<file path="config.mk">
export PLATFORM = sky130hd
export DESIGN_NAME = chan_mux_rr
export DESIGN_NICKNAME = d
export VERILOG_FILES = /design/src/rtl/chan_mux_rr.sv
export SDC_FILE = /design/constraint.sdc
export NUM_CORES = 1
export LEC_CHECK = 0
export CORE_MARGIN = 1.5
export CORE_UTILIZATION = 66
export DETAILED_ROUTE_END_ITERATION = 6
export DONT_BUFFER_PORTS = 1
export PLACE_DENSITY = 0.82
export SYNTH_ARGS = -nofsm -noshare
export SYNTH_HDL_FRONTEND = slang
export SYNTH_HIERARCHICAL = 1
export SYNTH_SLANG_ARGS = --single-unit
</file>
<file path="constraint.sdc">
create_clock -name clk -period 7.4 [get_ports clk]
set_input_delay 0.74 -clock clk [delete_from_list [all_inputs] [get_ports clk]]
set_output_delay 0.74 -clock clk [all_outputs]
set_load 0.01 [all_outputs]
</file>
<file path="src/rtl/chan_mux_rr.sv">
// chan_mux_rr
//   N-channel, WIDTH-bit registered multiplexer with valid/ready handshakes.
//   Channel arbitration is either a fixed select (mode=0, via sel) or
//   round-robin (mode=1) starting after the most recently granted channel.
//   A one-entry output register decouples the consumer and sustains full
//   throughput: a new beat loads in the same cycle the held beat drains.
//
// Ports
//   clk, rst_n   rising-edge clock, asynchronous active-low reset
//   in_data      NUM_CH*WIDTH, channel i at [i*WIDTH +: WIDTH]
//   in_valid     per-channel valid
//   in_ready     per-channel ready (combinational, at most one bit high)
//   mode         0 = fixed select, 1 = round-robin
//   sel          channel select in fixed mode (ignored in round-robin)
//   out_data     registered data
//   out_valid    registered valid
//   out_ch       source channel of out_data
//   out_ready    consumer ready
//
// Optional feature (macro CHAN_MUX_RR_CNT_EN)
//   clr_cnt      synchronous clear of the transfer counter (wins over increment)
//   xfer_cnt     16-bit saturating count of out-side transfers

// Per-channel slice: handshake gating and AND-masked data for the OR-tree mux.
module chan_mux_rr_lane #(
  parameter int WIDTH = 8
) (
  input  logic             grant,
  input  logic             load,
  input  logic             en,
  input  logic [WIDTH-1:0] data,
  output logic             ready,
  output logic [WIDTH-1:0] data_m
);
  assign ready  = grant & load & en;
  assign data_m = grant ? data : '0;
endmodule

module chan_mux_rr #(
  parameter  int NUM_CH = 4,
  parameter  int WIDTH  = 8,
  localparam int SEL_W  = $clog2(NUM_CH)
) (
  input  logic                    clk,
  input  logic                    rst_n,
  input  logic [NUM_CH*WIDTH-1:0] in_data,
  input  logic [NUM_CH-1:0]       in_valid,
  output logic [NUM_CH-1:0]       in_ready,
  input  logic                    mode,
  input  logic [SEL_W-1:0]        sel,
  output logic [WIDTH-1:0]        out_data,
  output logic                    out_valid,
  output logic [SEL_W-1:0]        out_ch,
  input  logic                    out_ready
`ifdef CHAN_MUX_RR_CNT_EN
  ,
  input  logic                    clr_cnt,
  output logic [15:0]             xfer_cnt
`endif
);

  // One extra bit so channel arithmetic (ptr + k, NUM_CH itself) never wraps.
  localparam int CW = SEL_W + 1;
  localparam logic [CW-1:0] NCH = CW'(NUM_CH);

  logic [NUM_CH-1:0][WIDTH-1:0] ch_data;
  logic [NUM_CH-1:0][WIDTH-1:0] ch_data_m;
  logic [NUM_CH-1:0]            grant;
  logic [SEL_W-1:0]             grant_idx;
  logic [SEL_W-1:0]             rr_ptr;
  logic [WIDTH-1:0]             mux_data;
  logic                         load;
  logic                         xfer;

  assign ch_data = in_data;
  assign load    = !out_valid || out_ready;
  // Any ready bit implies its channel is granted; grant implies valid.
  assign xfer    = |in_ready;

  // Arbitration: grant is one-hot or zero.
  always_comb begin
    logic [CW-1:0] cand;
    logic          found;
    grant     = '0;
    grant_idx = '0;
    cand      = '0;
    found     = 1'b0;
    if (!mode) begin
      // Out-of-range select (only possible for non power-of-two NUM_CH)
      // grants nobody.
      if ({1'b0, sel} < NCH) begin
        grant[sel] = in_valid[sel];
        grant_idx  = sel;
      end
    end else begin
      // Search rr_ptr+1, rr_ptr+2, ... wrapping; rr_ptr itself is checked last.
      for (int k = 1; k <= NUM_CH; k++) begin
        cand = {1'b0, rr_ptr} + CW'(k);
        if (cand >= NCH) cand = cand - NCH;
        if (!found && in_valid[cand[SEL_W-1:0]]) begin
          found                   = 1'b1;
          grant[cand[SEL_W-1:0]]  = 1'b1;
          grant_idx               = cand[SEL_W-1:0];
        end
      end
    end
  end

  // Per-channel handshake slices. Ready is held low while in reset so no
  // producer believes a beat was taken that the register then discards.
  for (genvar i = 0; i < NUM_CH; i++) begin : g_lane
    chan_mux_rr_lane #(.WIDTH(WIDTH)) u_lane (
      .grant  (grant[i]),
      .load   (load),
      .en     (rst_n),
      .data   (ch_data[i]),
      .ready  (in_ready[i]),
      .data_m (ch_data_m[i])
    );
  end

  // OR-tree mux over masked lane data.
  always_comb begin
    mux_data = '0;
    for (int i = 0; i < NUM_CH; i++) mux_data = mux_data | ch_data_m[i];
  end

  // Output register and round-robin pointer. rr_ptr resets to the last
  // channel so the first round-robin grant goes to channel 0.
  always_ff @(posedge clk or negedge rst_n) begin
    if (!rst_n) begin
      out_valid <= 1'b0;
      out_data  <= '0;
      out_ch    <= '0;
      rr_ptr    <= SEL_W'(NUM_CH - 1);
    end else if (load) begin
      if (xfer) begin
        out_valid <= 1'b1;
        out_data  <= mux_data;
        out_ch    <= grant_idx;
        if (mode) rr_ptr <= grant_idx;
      end else begin
        out_valid <= 1'b0;
      end
    end
  end

`ifdef CHAN_MUX_RR_CNT_EN
  always_ff @(posedge clk or negedge rst_n) begin
    if (!rst_n)
      xfer_cnt <= '0;
    else if (clr_cnt)
      xfer_cnt <= '0;
    else if (out_valid && out_ready && (xfer_cnt != 16'hFFFF))
      xfer_cnt <= xfer_cnt + 16'd1;
  end
`endif

endmodule

</file>
# After elaboration in Yosys (flattened, before gate mapping)
# Cells that the tools add are included.
[totals] inputBits=42 regBits=13 output_inout_bits=15 wordCells=109
[op_classes] n_addsub=8 n_lt_le_gt_ge=14 mux=52 n_bitwise=15 n_reduce_logical=16
[op_table] op="$mux W4" n=8
[op_table] op="$mux W8" n=4
[op_table] op="$mux W2" n=13
[op_table] op="$or A8 B8 Y8" n=3
[op_table] op="$mux W1" n=17
[op_table] op="$lt A2 B3 Y1 const B" n=5
[op_table] op="$ge A3 B3 Y1 const B" n=4
[op_table] op="$or A4 B4 Y4" n=3
[op_table] op="$bmux W1 S2" n=5
[op_table] op="$demux W1 S2" n=5
[op_table] op="$ge A2 B1 Y1 const B" n=5
[op_table] op="$and A1 B1 Y1" n=8
[op_table] op="$logic_and A1 B1 Y1" n=8
[op_table] op="$sub A2 B1 Y2 const B" n=4
[op_table] op="$add A2 B2 Y3 const B" n=2
[op_table] op="$and A4 B4 Y4" n=1
[op_table] op="$logic_not A1 Y1" n=4
[op_table] op="$reduce_or A4 Y1" n=1
[op_table] op="$add A2 B1 Y3 const B" n=1
[op_table] op="$add A2 B3 Y3 const B" n=1
[op_table] op="$reduce_and A3 Y1" n=1
[op_table] op="$reduce_and A2 Y1" n=1
[op_table] op="$logic_or A1 B1 Y1" n=1

# Logic depth before layout (Yosys ltp)
[logic_depth] ltp_word=24 ltp_mapped=15 mapped_depth_nobuf=13

# Hierarchy
# Netlist, hierarchy kept.
[by_module_without_submodules] mod="chan_mux_rr" area_per_inst_um2=1079.8 seq_area_each_um2=327.8 cells_per_inst=116 instances=1
[by_module_without_submodules] mod="chan_mux_rr_lane" area_per_inst_um2=66.3 seq_area_each_um2=0.0 cells_per_inst=9 instances=4

# Worst setup path after synthesis
# Ideal clock, no wire load.
[synth_path] path_kind="input port to flip-flop" from="input in_valid[3]" to="register out_ch[0]" setup_time_ns=0.125 slack_ns=3.910 t_arrival_ns=3.364 t_required_ns=7.275 cell_stages=13 n_path_buf=2 path_cell_list="buf_2 > mux4_1 > nor2b_2 > a221o_1 > a22oi_1 > a21oi_1 > and3_1 > nor4_1 > a21oi_1 > clkbuf_1 > o21ai_0 > o21ai_0 > o21ai_1"
[synth_via] elab_chain_cells=20 word_cells_on_any_way=49 classes_between="mux (29); bitwise (12); reduce/logical (8)"
[synth_rtl] element="start: declaration" line="47" rtl="input logic [NUM_CH-1:0] in_valid,"
[synth_rtl] element="$bmux W1 S2" line="100" rtl="if (!found && in_valid[cand[SEL_W-1:0]]) begin"
[synth_rtl] element="$mux W1 (implied by the code)" line="100"
[synth_rtl] element="$mux W1" line="100"
[synth_rtl] element="$mux W1" line="88" rtl="if (!mode) begin"
[synth_rtl] element="$logic_not A1 Y1" line="100"
[synth_rtl] element="$logic_and A1 B1 Y1" line="100"
[synth_rtl] element="$mux W1" line="100"
[synth_rtl] element="$mux W1" line="88"
[synth_rtl] element="[5 not listed]"
[synth_rtl] element="$logic_and A1 B1 Y1" line="100"
[synth_rtl] element="$mux W4" line="100"
[synth_rtl] element="$mux W4 *" line="88"
[synth_rtl] element="net grant[2]" line="68" rtl="logic [NUM_CH-1:0] grant;"
[synth_rtl] element="$and A1 B1 Y1 * (2 in a row)" line="35" rtl="assign ready = grant & load & en;"
[synth_rtl] element="net in_ready[2]" line="48" rtl="output logic [NUM_CH-1:0] in_ready,"
[synth_rtl] element="$reduce_or A4 Y1 *" line="78" rtl="assign xfer = |in_ready;"
[synth_rtl] element="$reduce_and A2 Y1 (no source line) *"
[synth_rtl] element="end signal: assignment" line="140" rtl="out_ch <= grant_idx;"
[synth_rtl] element="end: declaration" line="53" rtl="output logic [SEL_W-1:0] out_ch,"
# Mark *: on every way through the listed nets, which the timed path passes. The rest lies on a longest branch. The select of a mux whose other input is x is not followed.
# A chain may end at the register's enable or synchronous reset.

# Final worst setup path
[layout_path] from="register rr_ptr[0]" to="register out_ch[0]"
[layout_via] elab_chain_cells=24 word_cells_on_any_way=86 classes_between="add/sub (8); order compare (12); mux (43); bitwise (11); reduce/logical (12)"
[layout_rtl] element="start: declaration" line="70" rtl="logic [SEL_W-1:0] rr_ptr;"
[layout_rtl] element="start signal: assignment" line="135" rtl="rr_ptr <= SEL_W'(NUM_CH - 1);"
[layout_rtl] element="start signal: assignment" line="141" rtl="if (mode) rr_ptr <= grant_idx;"
[layout_rtl] element="parallel branches: the longest is 18 deep, another holds $add A2 B1 Y3"
[layout_rtl] element="$mux W4 *" line="100"
[layout_rtl] element="$mux W4 *" line="88"
[layout_rtl] element="net grant[1]" line="68"
[layout_rtl] element="$and A1 B1 Y1 * (2 in a row)" line="35"
[layout_rtl] element="net in_ready[1]" line="48"
[layout_rtl] element="$reduce_or A4 Y1 *" line="78"
[layout_rtl] element="$reduce_and A2 Y1 (no source line) *"
# Mark *: on every way through the listed nets, which the timed path passes. The select of a mux whose other input is x is not followed.

==> metrics.txt <==
share of cells above drive strength 1=~30%; Area Growth Syn to Fin=2.604%; largest family of logic cells by synthesized area=simple AND/OR/NAND/NOR gates; crit-path max FO=23; Crit Path Class=flop to flop; most common cell in the netlist=and2_2; leading area contributor after synthesis=dfrtp_1; Worst Skew=0.005177 ns; hpwl dp=between 2000 and 2500 um; Remaining DRCs=0; Yosys top cell area share=20.47%; Post-DRT Antenna Nets=0; minimum clock period=4.122 ns; post-route clock period utilization=between 50% and 60%; Clock transition at path regs=about 0.09 ns; cts hold-fix bufs=0; critical path launch point=rr_ptr[0]; DP Area=1354 um2; count of final setup violators=0; Final Hold Vio Count=0; Synth Area in XOR/XNOR=0%; die width=slightly below 50 um; routed len/inst=between 15 and 20 um; Initial DRC Count=43; r2r worst-path depth=14; compound-cell area share of the yosys netlist=between 20 and 25%; clock sinks=13; Initial Util=69.27%; die area=2318 um2; Ports=57; post-synthesis area per instance=just under 9 um2; Synth Register Bits=13; row count=16; Tot GR Track Use=approximately 28%; asr flop ratio synth=100.0%; crit end category=flop; Final Cell Area=between 1000 and 1500 um2; Setup TNS Final=0 ns; Yosys cell types=39; simple-gate area share of the yosys netlist=35.44%; largest cells by area after synthesis=dfrtp_1 20%, and2_2 18%, ha_1 7.4%; GPL Wtd Cong=0.9153; antenna diode count=0; dominant synthesized flop cell=dfrtp_1; RR Endpoint=out_ch[0]; RSZ-0062 raised after global routing=false; Design Power=539.1 uW; Peak VDD IR=247.2 uV; Post-synth EDFFs=0; Synth Cell Area=about 1300 um2; crit path to=out_ch[0]; Max-Cap Viols=0; postcts setup bufs=0; Req. time, crit path=about 7.6 ns; PostCTS Resize Cnt=0; CTS max path bufs=2; Via Count=1,182; initial antenna violation count=0; Static Leakage=roughly 0.00058 uW; Core Region=1942 um2; H-Tree Depth=1; Num CTS Buffers=3; Syn Nets=202; PortBufs=0; cells after synthesis=152; Slew @ Worst Pin=0.5913 ns; Place WS=3.381 ns; Worst Path Arrival=4.33 ns; status=finished clean; Worst Hold Class=input port to async pin; Final Max Tran Viols=0; drt total wl=3098 um; Rel. slew slack=roughly three fifths; GRT Residual Overflow=0; register area share after synthesis=24.37%; CTS tree=built; largest net degree at the start of global routing=24; top post-synthesis cells by count=32 x and2_2, 13 x a21oi_1, 11 x dfrtp_1, 11 x nor2_1, 9 x nor4_1; Power Density=390.6 nW/um2; mean number of vias per cell=6.640; CTS root buf=clkbuf_4; Worst Slack Setup Final=3.278 ns; fin nets=202; crit start category=flop; f_max=approximately 240 MHz; first-pass GRT wire length=4609 um; origin of the critical flop-to-flop path=rr_ptr[0]; Die H=48.15 um; vias in the first global route=roughly 1,100; mux cell area share after synthesis=8.744%; Worst-Skew Late Latency=roughly 0.27 ns; Warnings, synthesis=6; Synth Area in Adders=7.442%; TritonRoute pass-1 iters=4; R2R Setup Slk=3.28 ns
## power breakdown
part	leakage, uW	internal, uW	switching (uW)	total, uW
Clock	0.0000150	20.8	23.5	44.4
Sequential	0.000141	111	54.7	165
Combinational	0.000427	154	175	329
Total	0.000584	285	254	539
## flip-flops by register name, summed over array words and instances (netlist names)
| signal | count |
|---|---|
| out_ch | 2 |
| out_valid | 1 |
| rr_ptr | 2 |
| out_data | 8 |
## cells in the final DEF (no fill, tap or decap), types with 5 or more instances in the layout
| cell type | count |
|---|---|
| and2_2 | 32 |
| a31oi_1 | 6 |
| nor2_1 | 11 |
| dfrtp_1 | 11 |
| a221o_1 | 5 |
| nand2b_1 | 5 |
| a21oi_1 | 13 |
| nor4_1 | 9 |
| inv_1 | 5 |
| ha_1 | 8 |
## how the worst min path moves through the flow
stage,slack [ns],startpoint,end,cells after the start
5_1_grt,0.13,rst_n,out_data[4],0
3_5_place_dp,0.44,rst_n,out_data[1],0
4_1_cts,0.15,rst_n,out_data[1],0
6_report,0.15,rst_n,out_data[1],0
2_1_floorplan,0.44,rst_n,out_ch[0],0
3_3_place_gp,0.44,rst_n,out_data[2],0
## metal layers
| metal | up-vias | routed length [um] | global-route usage [%] | part of all wire (%) |
|---|---|---|---|---|
| met4 | 0 | 19 | 7.568 | 0.61 |
| li1 | 562 | - | - | - |
| met3 | 4 | 218 | 7.407 | 7.0 |
| met1 | 554 | 1241 | 40.33 | 40 |
| met2 | 62 | 1619 | 42.37 | 52 |
| met5 | - | 0 | 0 | 0 |
## layout make-up
class | count | area, um2
clock buffer | 4 | 26.28
fill | 145 | 561.8
sequential | 13 | 327.8
multi-input combinational | 128 | 965.9
tap | 27 | 33.78
inverter | 5 | 18.77
timing repair buffer | 1 | 7.507
## critical path, cell delays in order, from the launching register on
cell and delay (ns):
dfstp_2 0.75, inv_1 0.23, ha_1 0.42, mux4_1 0.27, nor2b_2 0.27, a221o_1 0.18
a22oi_1 0.07, a21oi_1 0.50, and3_1 0.33, nor4_1 0.09, a21oi_1 0.12, buf_4 0.26
nand2_1 0.12, a311o_1 0.33, o21ai_1 0.11
## metrics by stage
| step | util (%) | instances | hold WS (ns) |
|---|---|---|---|
| 2_1_floorplan | - | 152 | 0.4444 |
| 3_3_place_gp | 69.72 | 174 | 0.4448 |
| 3_5_place_dp | 69.72 | 174 | 0.4447 |
| 4_1_cts | 71.07 | 178 | 0.1493 |
| 5_1_grt | 71.07 | 178 | 0.1336 |
| 6_report | 71.07 | 178 | 0.1508 |
## logic make-up (layout without fill, tap and decap cells)
group | count (synthesis) | after routing
multiplexers | 7 | 7
buffers and inverters | 11 | 10
flip-flops | 13 | 13
adder cells (fa/ha/maj) | 8 | 8
AND/OR/NAND/NOR | 73 | 73
AO/OA/AOI/OAI | 40 | 40
(Power assumes the default switching activity.)
